==> config.mk <==
export PLATFORM = sky130hd
export DESIGN_NAME = multi_edge_pulser
export DESIGN_NICKNAME = d
export VERILOG_FILES = /design/src/rtl/mep_pkg.sv /design/src/rtl/mep_channel.sv /design/src/rtl/multi_edge_pulser.sv
export SDC_FILE = /design/constraint.sdc
export NUM_CORES = 1
export LEC_CHECK = 0
export CAP_MARGIN = 10
export CORE_AREA = 2 2 125 127
export CTS_CLUSTER_DIAMETER = 150
export CTS_CLUSTER_SIZE = 20
export DETAILED_ROUTE_END_ITERATION = 10
export DIE_AREA = 0 0 127 129
export SYNTH_ARGS = -nofsm -noshare
export SYNTH_HDL_FRONTEND = slang
export SYNTH_HIERARCHICAL = 1
export SYNTH_SLANG_ARGS = --single-unit
==> constraint.sdc <==
create_clock -name i_clk -period 4.52 [get_ports i_clk]
set_input_delay 0.904 -clock i_clk [delete_from_list [all_inputs] [get_ports i_clk]]
set_output_delay 0.904 -clock i_clk [all_outputs]
set_load 0.02 [all_outputs]
==> src/rtl/mep_pkg.sv <==
// rtl/mep_pkg.sv - edge-mode constants, channel state encoding and edge qualifier
package mep_pkg;

  localparam logic [1:0] EDGE_RISE = 2'b00;
  localparam logic [1:0] EDGE_FALL = 2'b01;
  localparam logic [1:0] EDGE_BOTH = 2'b10;
  localparam logic [1:0] EDGE_OFF  = 2'b11;

  typedef enum logic [1:0] {
    ST_IDLE    = 2'b00,
    ST_PULSE   = 2'b01,
    ST_HOLDOFF = 2'b10
  } mep_state_e;

  // cur is the synchronised level, prev the level one cycle earlier
  function automatic logic edge_hit(input logic [1:0] mode, input logic cur, input logic prev);
    logic hit;
    hit = 1'b0;
    case (mode)
      EDGE_RISE: hit = cur & ~prev;
      EDGE_FALL: hit = ~cur & prev;
      EDGE_BOTH: hit = cur ^ prev;
      default:   hit = 1'b0;
    endcase
    return hit;
  endfunction

endpackage

==> src/rtl/mep_channel.sv <==
// rtl/mep_channel.sv - one pulser channel: synchroniser, edge detect, pulse/hold-off FSM, missed flag
module mep_channel
  import mep_pkg::*;
#(
  parameter int SYNC_STAGES = 2,
  parameter int LEN_W       = 8,
  parameter int HOLD_W      = 8
) (
  input  logic              i_clk,
  input  logic              i_reset,
  input  logic              i_in,
  input  logic [1:0]        i_edge_mode,
  input  logic              i_retrig,
  input  logic [LEN_W-1:0]  i_pulse_len,
  input  logic [HOLD_W-1:0] i_holdoff,
  input  logic              i_clr_missed,
  output logic              o_pulse,
  output logic              o_busy,
  output logic              o_missed
);

  localparam int SYNC_N = (SYNC_STAGES < 2) ? 2 : SYNC_STAGES;
  localparam int CNT_W  = (LEN_W > HOLD_W) ? LEN_W : HOLD_W;

  logic [SYNC_N-1:0] sync;
  logic              prev;
  mep_state_e        state;
  logic [CNT_W-1:0]  cnt;
  logic [HOLD_W-1:0] hold;

  logic              edge_det;
  logic              drop;
  logic [LEN_W-1:0]  len_m1;
  logic [HOLD_W-1:0] hold_m1;
  logic [CNT_W-1:0]  len_load;
  logic [CNT_W-1:0]  hold_load;

  // counters hold "cycles remaining minus one"; a zero length still gives one cycle
  assign len_m1    = (i_pulse_len == '0) ? '0 : i_pulse_len - LEN_W'(1);
  assign hold_m1   = hold - HOLD_W'(1);
  assign len_load  = CNT_W'(len_m1);
  assign hold_load = CNT_W'(hold_m1);

  assign edge_det = edge_hit(i_edge_mode, sync[SYNC_N-1], prev);
  assign drop     = edge_det & (((state == ST_PULSE) & ~i_retrig) | (state == ST_HOLDOFF));

  always_ff @(posedge i_clk) begin
    if (!i_reset) begin
      sync     <= '0;
      prev     <= 1'b0;
      state    <= ST_IDLE;
      cnt      <= '0;
      hold     <= '0;
      o_pulse  <= 1'b0;
      o_busy   <= 1'b0;
      o_missed <= 1'b0;
    end else begin
      sync     <= {sync[SYNC_N-2:0], i_in};
      prev     <= sync[SYNC_N-1];
      o_missed <= drop | (o_missed & ~i_clr_missed);
      case (state)
        ST_IDLE: begin
          if (edge_det) begin
            state   <= ST_PULSE;
            cnt     <= len_load;
            hold    <= i_holdoff;
            o_pulse <= 1'b1;
            o_busy  <= 1'b1;
          end
        end
        ST_PULSE: begin
          // a retrigger wins even on the final pulse cycle
          if (edge_det && i_retrig) begin
            cnt <= len_load;
          end else if (cnt == '0) begin
            o_pulse <= 1'b0;
            if (hold != '0) begin
              state <= ST_HOLDOFF;
              cnt   <= hold_load;
            end else begin
              state  <= ST_IDLE;
              o_busy <= 1'b0;
            end
          end else begin
            cnt <= cnt - CNT_W'(1);
          end
        end
        ST_HOLDOFF: begin
          if (cnt == '0) begin
            state  <= ST_IDLE;
            o_busy <= 1'b0;
          end else begin
            cnt <= cnt - CNT_W'(1);
          end
        end
        default: begin
          state   <= ST_IDLE;
          o_pulse <= 1'b0;
          o_busy  <= 1'b0;
        end
      endcase
    end
  end

endmodule

==> src/rtl/multi_edge_pulser.sv <==
// rtl/multi_edge_pulser.sv - N-channel edge-to-pulse generator with hold-off and missed-edge flags
module multi_edge_pulser
  import mep_pkg::*;
#(
  parameter int N_CH        = 4,
  parameter int SYNC_STAGES = 2,
  parameter int LEN_W       = 8,
  parameter int HOLD_W      = 8
) (
  input  logic              i_clk,
  input  logic              i_reset,
  input  logic [N_CH-1:0]   i_in,
  input  logic [1:0]        i_edge_mode,
  input  logic              i_retrig,
  input  logic [LEN_W-1:0]  i_pulse_len,
  input  logic [HOLD_W-1:0] i_holdoff,
  input  logic [N_CH-1:0]   i_clr_missed,
  output logic [N_CH-1:0]   o_pulse,
  output logic [N_CH-1:0]   o_busy,
  output logic [N_CH-1:0]   o_missed
);

  for (genvar g = 0; g < N_CH; g++) begin : g_ch
    mep_channel #(
      .SYNC_STAGES (SYNC_STAGES),
      .LEN_W       (LEN_W),
      .HOLD_W      (HOLD_W)
    ) u_ch (
      .i_clk        (i_clk),
      .i_reset      (i_reset),
      .i_in         (i_in[g]),
      .i_edge_mode  (i_edge_mode),
      .i_retrig     (i_retrig),
      .i_pulse_len  (i_pulse_len),
      .i_holdoff    (i_holdoff),
      .i_clr_missed (i_clr_missed[g]),
      .o_pulse      (o_pulse[g]),
      .o_busy       (o_busy[g]),
      .o_missed     (o_missed[g])
    );
  end

endmodule

==> After elaboration in Yosys (flattened, before gate mapping) <==
Cells that the tools add are included.
{ "word_totals": {"register_bits": 96, "latch_bits": 0, "mem_bits_rw": 0, "rom_bits": 0, "input_bits": 29, "memories": 0} }
{ "op_classes": {"add_sub_neg": 9, "multipliers": 0, "n_div": 0, "magnitude_cmp": 0, "eq_ne": 38, "shift": 0, "mux": 85, "bitwise": 49, "n_reduce_logical": 42} }
{ "op_table": {"columns": ["operator", "n"], "rows": [
  ["2-to-1 mux 8 bit", 21],
  ["one-hot mux 8 bit (3 select lines)", 4],
  ["subtractor 8 x 1 -> 8 bit (second input constant)", 9],
  ["AND reduction 4 bit", 12],
  ["logical NOT 8 bit", 5],
  ["2-to-1 mux 2 bit", 20],
  ["!= test 2 bit (second input constant)", 20],
  ["one-hot mux 1 bit (3 select lines)", 12],
  ["nonzero test 8 bit", 4],
  ["2-to-1 mux 1 bit", 24],
  ["one-hot mux 2 bit (3 select lines)", 4],
  ["AND 1 bit", 20],
  ["AND reduction 5 bit", 4],
  ["NOT 1 bit", 17],
  ["!= test 4 bit (second input constant)", 4],
  ["nonzero test 3 bit", 4],
  ["equality test 2 x 1 -> 1 bit (second input constant)", 5],
  ["equality test 2 bit (second input constant)", 5],
  ["logical NOT 2 bit", 5],
  ["!= test 2 x 1 -> 1 bit (second input constant)", 4],
  ["bitwise OR 1 bit", 8],
  ["AND reduction 2 bit", 4],
  ["logical AND 1 bit", 4],
  ["XOR 1 bit", 4]
]} }

==> Logic depth before layout (Yosys ltp) <==
Gate-level depths: netlist of the first run.
{ "depth": {"word_depth": 6, "mapped_depth": 9} }

==> Hierarchy <==
The synthesis of the first run kept the hierarchy.
{ "by_module_without_submodules": {"columns": ["mod", "instances", "cells_each", "area_each_um2", "seq_area_each_um2"], "rows": [
  ["mep_channel at g_ch[1].u_ch ...", 2, 221, 1779.2, 480.5],
  ["mep_channel at g_ch[0].u_ch", 1, 209, 1735.4, 480.5],
  ["mep_channel at g_ch[3].u_ch", 1, 197, 1691.6, 480.5]
]} }

==> Worst setup path after synthesis of the first run <==
Ideal clock, no wire load.
{ "synth_timing": {"kind": "in2reg", "startpoint": "input i_pulse_len[0]", "endpoint": "register g_ch[0].u_ch.cnt[3]", "setup_ns": 0.123, "arrival_ns": 2.459, "required_time_ns": 4.397, "setup_slack_ns": 1.938, "cell_stages": 8, "n_path_buf": 0, "cell_sequence": "inv_1 ha_1 or3b_1 or3_1 o32ai_2 a21oi_1 a211oi_1 a21oi_2"} }
{ "synth_via": {"elab_chain_len": 4, "elab_cells_between_ends": 6, "classes_between": "add/sub (1); mux (4); reduce/logical (1)"} }
{ "synth_lines": {"columns": ["element", "line_no", "source"], "rows": [
  ["start, declared", "multi_edge_pulser.sv:15", "input logic [LEN_W-1:0] i_pulse_len,"],
  ["subtractor 8 x 1 -> 8 bit or logical NOT 8 bit (tied branches)", "mep_channel.sv:39", "assign len_m1 = (i_pulse_len == '0) ? '0 : i_pulse_len - LEN_W'(1);"],
  ["2-to-1 mux 8 bit *", "mep_channel.sv:39", null],
  ["2-to-1 mux 8 bit, on equally long branches", "mep_channel.sv:73, mep_channel.sv:63", null],
  ["one-hot mux 8 bit (3 select lines) *", "mep_channel.sv:61", "case (state)"],
  ["end signal, assigned", "mep_channel.sv:65", "cnt <= len_load;"],
  ["end signal, assigned", "mep_channel.sv:74", "cnt <= len_load;"],
  ["end signal, assigned", "mep_channel.sv:79", "cnt <= hold_load;"],
  ["end, declared", "mep_channel.sv:28", "logic [CNT_W-1:0] cnt;"]
]} }
Every way passes the cells marked *; elsewhere a longest branch is shown, timed or not. The select of a mux whose other input is x is not followed.
A chain may end at the register's enable or synchronous reset.

==> Worst setup path after layout of the first run <==
{ "layout_timing": {"startpoint": "input i_edge_mode[1]", "endpoint": "register g_ch[0].u_ch.cnt[7]"} }
{ "layout_via": {"elab_chain_len": 5, "elab_cells_between_ends": 10, "classes_between": "eq/ne (4); mux (3); reduce/logical (3)"} }
{ "layout_lines": {"columns": ["element", "line_no", "source"], "rows": [
  ["start, declared", "multi_edge_pulser.sv:13", "input logic [1:0] i_edge_mode,"],
  ["equality test 2 bit, or another cell as far along", "mep_pkg.sv:19", "case (mode)"],
  ["one-hot mux 1 bit (3 select lines) *", "mep_pkg.sv:19", null],
  ["logical AND 1 bit", "mep_channel.sv:73", "if (edge_det && i_retrig) begin"],
  ["!= test 4 bit (no line) or 2-to-1 mux 8 bit (tied branches)", null, null],
  ["AND reduction 4 bit (no line) or one-hot mux 8 bit (3 select lines) (tied branches)", null, null],
  ["end signal, assigned", "mep_channel.sv:74", null],
  ["end signal, assigned", "mep_channel.sv:79", null],
  ["end signal, assigned", "mep_channel.sv:85", "cnt <= cnt - CNT_W'(1);"]
]} }
Every way passes the cells marked *; elsewhere a longest branch is shown, timed or not.

==> results.py, run 1 <==
metrics = {
    "placement": {
        "gp_congestion": 0.919,
        "dp_hpwl_mm": 13.8,
        "port_buffers": 40,
    },
    "synth": {
        "async_flop_share": 0,
        "synth_edf_count": 0,
        "yosysSeqAreaShare": 0.275,
        "synth_top_cell_area_share": 0.275,
        "synth_area_um2": 6990,
        "synth_top_cell_by_area": "dfxtp_1",
        "synth-seq-cells": 96,
        "yosys_warnings": 6,
        "syn_avg_cell_area_um2": 8.24,
        "synth_most_common_cell": "dfxtp_1",
        "synth_fp_nets": 918,
        "synth_area_leaders": "dfxtp_1, ha_1, mux2i_1, a21oi_1, nor2_1",
        "ys.flop_type": "dfxtp_1",
        "synth.top_cells.by_count": "dfxtp_1, nor2_1, inv_1, nand2_1, a21oi_1",
        "netlist_instances": 848,
        "yosysUniqueCellTypes": 88,
    },
    "routing": {
        "drt_iter0_markers": 422,
        "avgRoutedWirePerCell_um": 17.3,
        "ant_nets": 0,
        "route.vias.total": 6479,
        "viasPerCell": 6.01,
        "dr.pass1.iters": 5,
        "drc": 0,
        "drt_wl_total_mm": 18.6,
    },
    "power": {
        "p_int_mw": 2.42,
        "sequentialPowerShare": 0.282,
        "sw_frac_of_total": 0.425,
        "p_comb_frac": 0.520,
        "power_density_nw_per_um2": 535,
        "clockPowerShare": 0.198,
        "power.switching_mw": 1.80,
        "peakVddDrop_v": 0.000289,
        "power_leakage_nw": 3.16,
    },
    "sta": {
        "fin_tns_setup_ps": 0,
        "max_freq_mhz": 288,
        "setup_viol": 0,
        "period_minus_slack_ps": 3470,
        "relSlewSlack": 0.405,
        "report.final.hold_viol_count": 0,
        "slew_violations": 0,
        "final.period_utilization": 0.769,
        "worst_pin_slew_ps": 883,
        "rsz0062_at_grt": "no",
        "finClkSkew_ps": 6.03,
    },
    "cells_and_area": {
        "final_util": 0.526,
        "n_antenna_cell": 0,
        "area_delta_synth_final_pct": 12.8,
        "drive_gt1_frac": 0.0753,
        "nNetsFinal": 955,
    },
    "global_routing": {
        "grt_start_max_net_pins": 51,
        "antenna_found_initial": 0,
        "grt_pass1_wl_mm": 30.8,
        "grtUsageTotal": 0.233,
        "gr-total-overflow": 0,
        "grt_pass1_vias": 6281,
    },
    "die": {
        "coreArea_um2": 15000,
        "die_area_um2": 16400,
        "io_pins": 41,
        "die_y_um": 129,
        "start_util": 0.466,
        "row_count": 45,
        "die_w_um": 127,
    },
    "worst_setup_path": {
        "start_kind": "input pin",
        "cp.required_ps": 4800,
        "path_class": "input pin to flop",
        "cp_data_arrival_time_ps": 3760,
        "cp_max_fo": 18,
        "worstSetupEndpointType": "flop",
        "r2r_cells": 5,
    },
    "clocking": {
        "clk_latency_ps": 350,
        "htreeDepth": 3,
        "cts_setup_buffers": 0,
        "clk_pin_slew_worst_paths_ps": 70,
        "cts_tree": "yes",
        "cts.sinks": 96,
        "cts_resized": 0,
        "numCtsBuffers": 9,
        "root_buffer": "clkbuf_16",
        "hold_buffers": 0,
        "clk_path_buf_depth": 2,
    },
    "job": {
        "drv_cap": 0,
    },
    "run_status": {
        "status": "finished, final reports clean",
    },
    "hold_path": {
        "hp-class": "flop to flop",
        "hold_path_depth": 1,
    },
}
[placed cells by master (no fill, tap or decap), drive strengths merged, types with 23 or more instances in the layout]
| cell type | Yosys | routed |
|---|---|---|
| nand2 | 59 | 59 |
| o21ai | 35 | 35 |
| a21oi | 52 | 52 |
| xnor2 | 23 | 23 |
| dfxtp | 96 | 96 |
| nor3 | 42 | 42 |
| nand3 | 24 | 24 |
| inv | 60 | 60 |
| and2 | 23 | 23 |
| nor2 | 62 | 62 |
| nor2b | 25 | 25 |
| mux2i | 39 | 39 |
| clkdlybuf4s50 | 0 | 39 |
| ha | 41 | 41 |
[metal layers]
metal	vias to the layer above	part of all wire	GRT usage
li1	3181	-	-
met1	3100	0.47	0.311
met2	166	0.46	0.385
met3	32	0.049	0.0337
met4	0	0.020	0.0886
met5	-	0	0
[sequential cells by signal (all words and copies together) (netlist names)]
| name | count |
|---|---|
| g_ch.u_ch/o_pulse | 4 |
| g_ch.u_ch/hold | 32 |
| g_ch.u_ch/state | 8 |
| g_ch.u_ch/cnt | 32 |
| g_ch.u_ch/prev | 4 |
| g_ch.u_ch/sync | 8 |
| g_ch.u_ch/o_missed | 4 |
| g_ch.u_ch/o_busy | 4 |
[through the flow]
stage                     cells  cell area [um^2]  hold slack, ps  total power, mW  worst slack, ps
after floorplan             848              6990             412             2.90             1940
after global placement     1062              7570             424             3.32              871
after global routing       1078              7880             455             4.55              844
final                      1078              7880             434             4.22             1050
after detailed placement   1062              7570             428             3.37              708
after CTS                  1078              7880             441             4.22             1090
[critical path: stages]
cell and delay, ps:
clkdlybuf4s50_1 940, nand2b_1 190, a211o_1 360, and4_4 230
a2111oi_4 630, buf_4 260, o21ai_0 80, a31oi_1 150
[final cells by class]
| type | count | area (um^2) |
|---|---|---|
| clock buffer | 13 | 250 |
| clock inverter | 3 | 65.1 |
| fill | 1435 | 7090 |
| inverter | 62 | 233 |
| multi-input combinational | 667 | 4710 |
| sequential | 96 | 1920 |
| tap | 188 | 235 |
| timing repair buffer | 49 | 463 |
[worst paths after layout]
path,startpoint,endpoint,slack (ps)
max reg2reg,g_ch[2].u_ch/cnt[3],g_ch[2].u_ch/cnt[5],1750
min reg2reg,g_ch[1].u_ch/sync[0],g_ch[1].u_ch/sync[1],430
min,g_ch[1].u_ch/sync[0],g_ch[1].u_ch/sync[1],430
max,i_edge_mode[1],g_ch[0].u_ch/cnt[7],1050
[power by group through the flow]
| stage | clock [mW] | combinational [mW] | sequential (mW) |
|---|---|---|---|
| 2_1_floorplan | 0 | 1.71 | 1.19 |
| 3_3_place_gp | 0 | 2.13 | 1.20 |
| 3_5_place_dp | 0 | 2.17 | 1.20 |
| 4_1_cts | 0.857 | 2.18 | 1.19 |
| 5_1_grt | 0.893 | 2.44 | 1.22 |
| 6_report | 0.836 | 2.19 | 1.19 |
[cells by family after synthesis]
group	after synthesis	share of synthesized area
multiplexers	41	0.0591
AO/OA/AOI/OAI	217	0.224
AND/OR/NAND/NOR	326	0.266
XOR/XNOR	42	0.0527
adder cells (fa/ha/maj)	41	0.0734
flip-flops	96	0.275
buffers and inverters	85	0.0500
Note: power is estimated with default switching activity, not from simulation.
==> inputs of run 2 (changes only) <==
==> constraint.sdc (replaced) <==
create_clock -name i_clk -period 3.6 [get_ports i_clk]
set_input_delay 0.72 -clock i_clk [delete_from_list [all_inputs] [get_ports i_clk]]
set_output_delay 0.72 -clock i_clk [all_outputs]
set_load 0.02 [all_outputs]
==> results.py, run 2 (synthesized netlist as in run 1, its figures left out) <==
metrics = {
    "sta": {
        "max_freq_mhz": 347,
        "slew_violations": 0,
        "worst_pin_slew_ps": 1000,
        "report.final.hold_viol_count": 0,
        "final.period_utilization": 0.801,
        "period_minus_slack_ps": 2880,
        "rsz0062_at_grt": "no",
        "fin_tns_setup_ps": 0,
        "setup_viol": 0,
        "relSlewSlack": 0.328,
        "finClkSkew_ps": 5.69,
    },
    "die": {
        "coreArea_um2": 15000,
        "start_util": 0.466,
        "die_area_um2": 16400,
        "die_w_um": 127,
        "die_y_um": 129,
        "io_pins": 41,
        "row_count": 45,
    },
    "cells_and_area": {
        "final_util": 0.527,
        "seqCellArea_um2": 1920,
        "area_delta_synth_final_pct": 13.0,
        "mostFrequentLayoutCells": "dfxtp_1, nor2_1, inv_1",
        "nNetsFinal": 966,
        "final_area_um2": 7890,
        "n_antenna_cell": 0,
        "fin_cells": 1086,
        "multiInputGateArea_um2": 4710,
        "fill_cells": 1419,
        "drive_gt1_frac": 0.0846,
        "reg_top3": "g_ch.u_ch/cnt (32), g_ch.u_ch/hold (32)",
        "final_common_cell": "dfxtp_1",
    },
    "worst_setup_path": {
        "path_class": "input pin to flop",
        "worstSetupEndpointType": "flop",
        "crit_slowest_cell": "clkdlybuf4s50_1",
        "cp_cell_sequence": "clkdlybuf4s50_1 > inv_1 > ha_1 > or3b_1 > or3_1 > o32ai_2 > a21oi_1 > a211oi_1 > a21oi_2",
        "r2r_cells": 5,
        "slowest_delay_ps": 460,
        "cp_max_fo": 5,
        "start_kind": "input pin",
        "reg2reg_to": "g_ch[2].u_ch/cnt[5]",
        "crit_family": "compound AO/OA/AOI/OAI gates",
        "cp.required_ps": 3830,
        "r2r_setup_slack_ps": 830,
        "path_buf_inv": 2,
        "r2r_start": "g_ch[2].u_ch/cnt[3]",
        "cp_data_arrival_time_ps": 3110,
    },
    "clocking": {
        "numCtsBuffers": 9,
        "root_buffer": "clkbuf_16",
        "hold_buffers": 0,
        "cts_resized": 0,
        "cts_setup_buffers": 0,
        "cts_tree": "yes",
        "cts.sinks": 96,
        "htreeDepth": 3,
        "clk_pin_slew_worst_paths_ps": 60,
        "clk_path_buf_depth": 2,
        "clk_latency_ps": 350,
    },
    "placement": {
        "place_area_um2": 7650,
        "dp_hpwl_mm": 14.0,
        "dp_cells": 1073,
        "port_buffers": 40,
        "gp_congestion": 0.887,
    },
    "power": {
        "power_leakage_nw": 3.18,
        "peakVddDrop_v": 0.000379,
        "power_density_nw_per_um2": 652,
    },
    "global_routing": {
        "grt_start_max_net_pins": 51,
        "grt_pass1_wl_mm": 31.1,
        "gr-total-overflow": 0,
        "grt_pass1_vias": 6307,
        "antenna_found_initial": 0,
        "grtUsageTotal": 0.233,
    },
    "routing": {
        "drt_iter0_markers": 622,
        "route.vias.total": 6539,
        "avgRoutedWirePerCell_um": 17.5,
        "ant_nets": 0,
        "drt_wl_total_mm": 19.0,
        "dr.pass1.iters": 5,
        "viasPerCell": 6.02,
        "drc": 0,
    },
    "hold_path": {
        "hold_start": "g_ch[3].u_ch/sync[0]",
        "hp-class": "flop to flop",
        "hold_path_depth": 1,
        "min_to": "g_ch[3].u_ch/sync[1]",
    },
    "run_status": {
        "status": "finished, final reports clean",
    },
    "job": {
        "drv_cap": 0,
    },
}
run 2: cell types whose count changed in the layout (fill, tap and decap cells not counted):
| cell | before | now |
|---|---|---|
| bufinv_16 | 2 | 0 |
| buf_4 | 9 | 20 |
| clkinv_2 | 1 | 2 |
| clkbuf_8 | 1 | 0 |
| clkbuf_1 | 3 | 2 |
run 2: layer usage:
| metal | part of all wire | track usage |
|---|---|---|
| met1 | 0.48 | 0.318 |
| met2 | 0.46 | 0.384 |
| met3 | 0.043 | 0.0312 |
| met4 | 0.014 | 0.0769 |
| met5 | 0 | 0 |
run 2: power breakdown:
group | leakage [nW] | internal, mW | switching (mW)
logic | 2.28 | 1.16 | 1.62
registers | 0.784 | 1.27 | 0.225
clock network | 0.121 | 0.456 | 0.413
total | 3.18 | 2.88 | 2.26
run 2: worst max-delay path by stage:
stage / to / startpoint / cells past startpoint / slack [ps]
after floorplan: g_ch[0].u_ch/cnt[3] / i_pulse_len[0] / 8 / 1200
after global placement: g_ch[0].u_ch/cnt[3] / i_pulse_len[0] / 9 / 410
after detailed placement: g_ch[0].u_ch/cnt[3] / i_pulse_len[0] / 9 / 410
after CTS: g_ch[3].u_ch/cnt[4] / i_edge_mode[1] / 8 / 770
after global routing: g_ch[2].u_ch/hold[4] / i_edge_mode[1] / 7 / 550
final: g_ch[0].u_ch/cnt[3] / i_pulse_len[0] / 9 / 720
run 2: worst register-to-register path: cells and delay by family, from the launching register on:
family | cells | cell delay, ps
AO/OA/AOI/OAI | 2 | 990
flip-flops | 1 | 370
AND/OR/NAND/NOR | 3 | 1310
run 2: area by class of cell:
| class | instances | share of cell area |
|---|---|---|
| Sequential cell | 96 | 0.243 |
| Multi-Input combinational cell | 667 | 0.597 |
| Timing Repair Buffer | 60 | 0.0691 |
| Clock inverter | 2 | 0.00127 |
| Clock buffer | 11 | 0.0295 |
| Inverter | 62 | 0.0295 |
| Tap cell | 188 | 0.0298 |
run 2: metrics by stage:
stage	total power, mW	setup slack [ps]	hold slack [ps]
final	5.14	717	433
after detailed placement	4.24	415	422
after global routing	5.53	554	448
after CTS	5.12	768	438
after floorplan	3.64	1200	412
after global placement	4.20	412	428
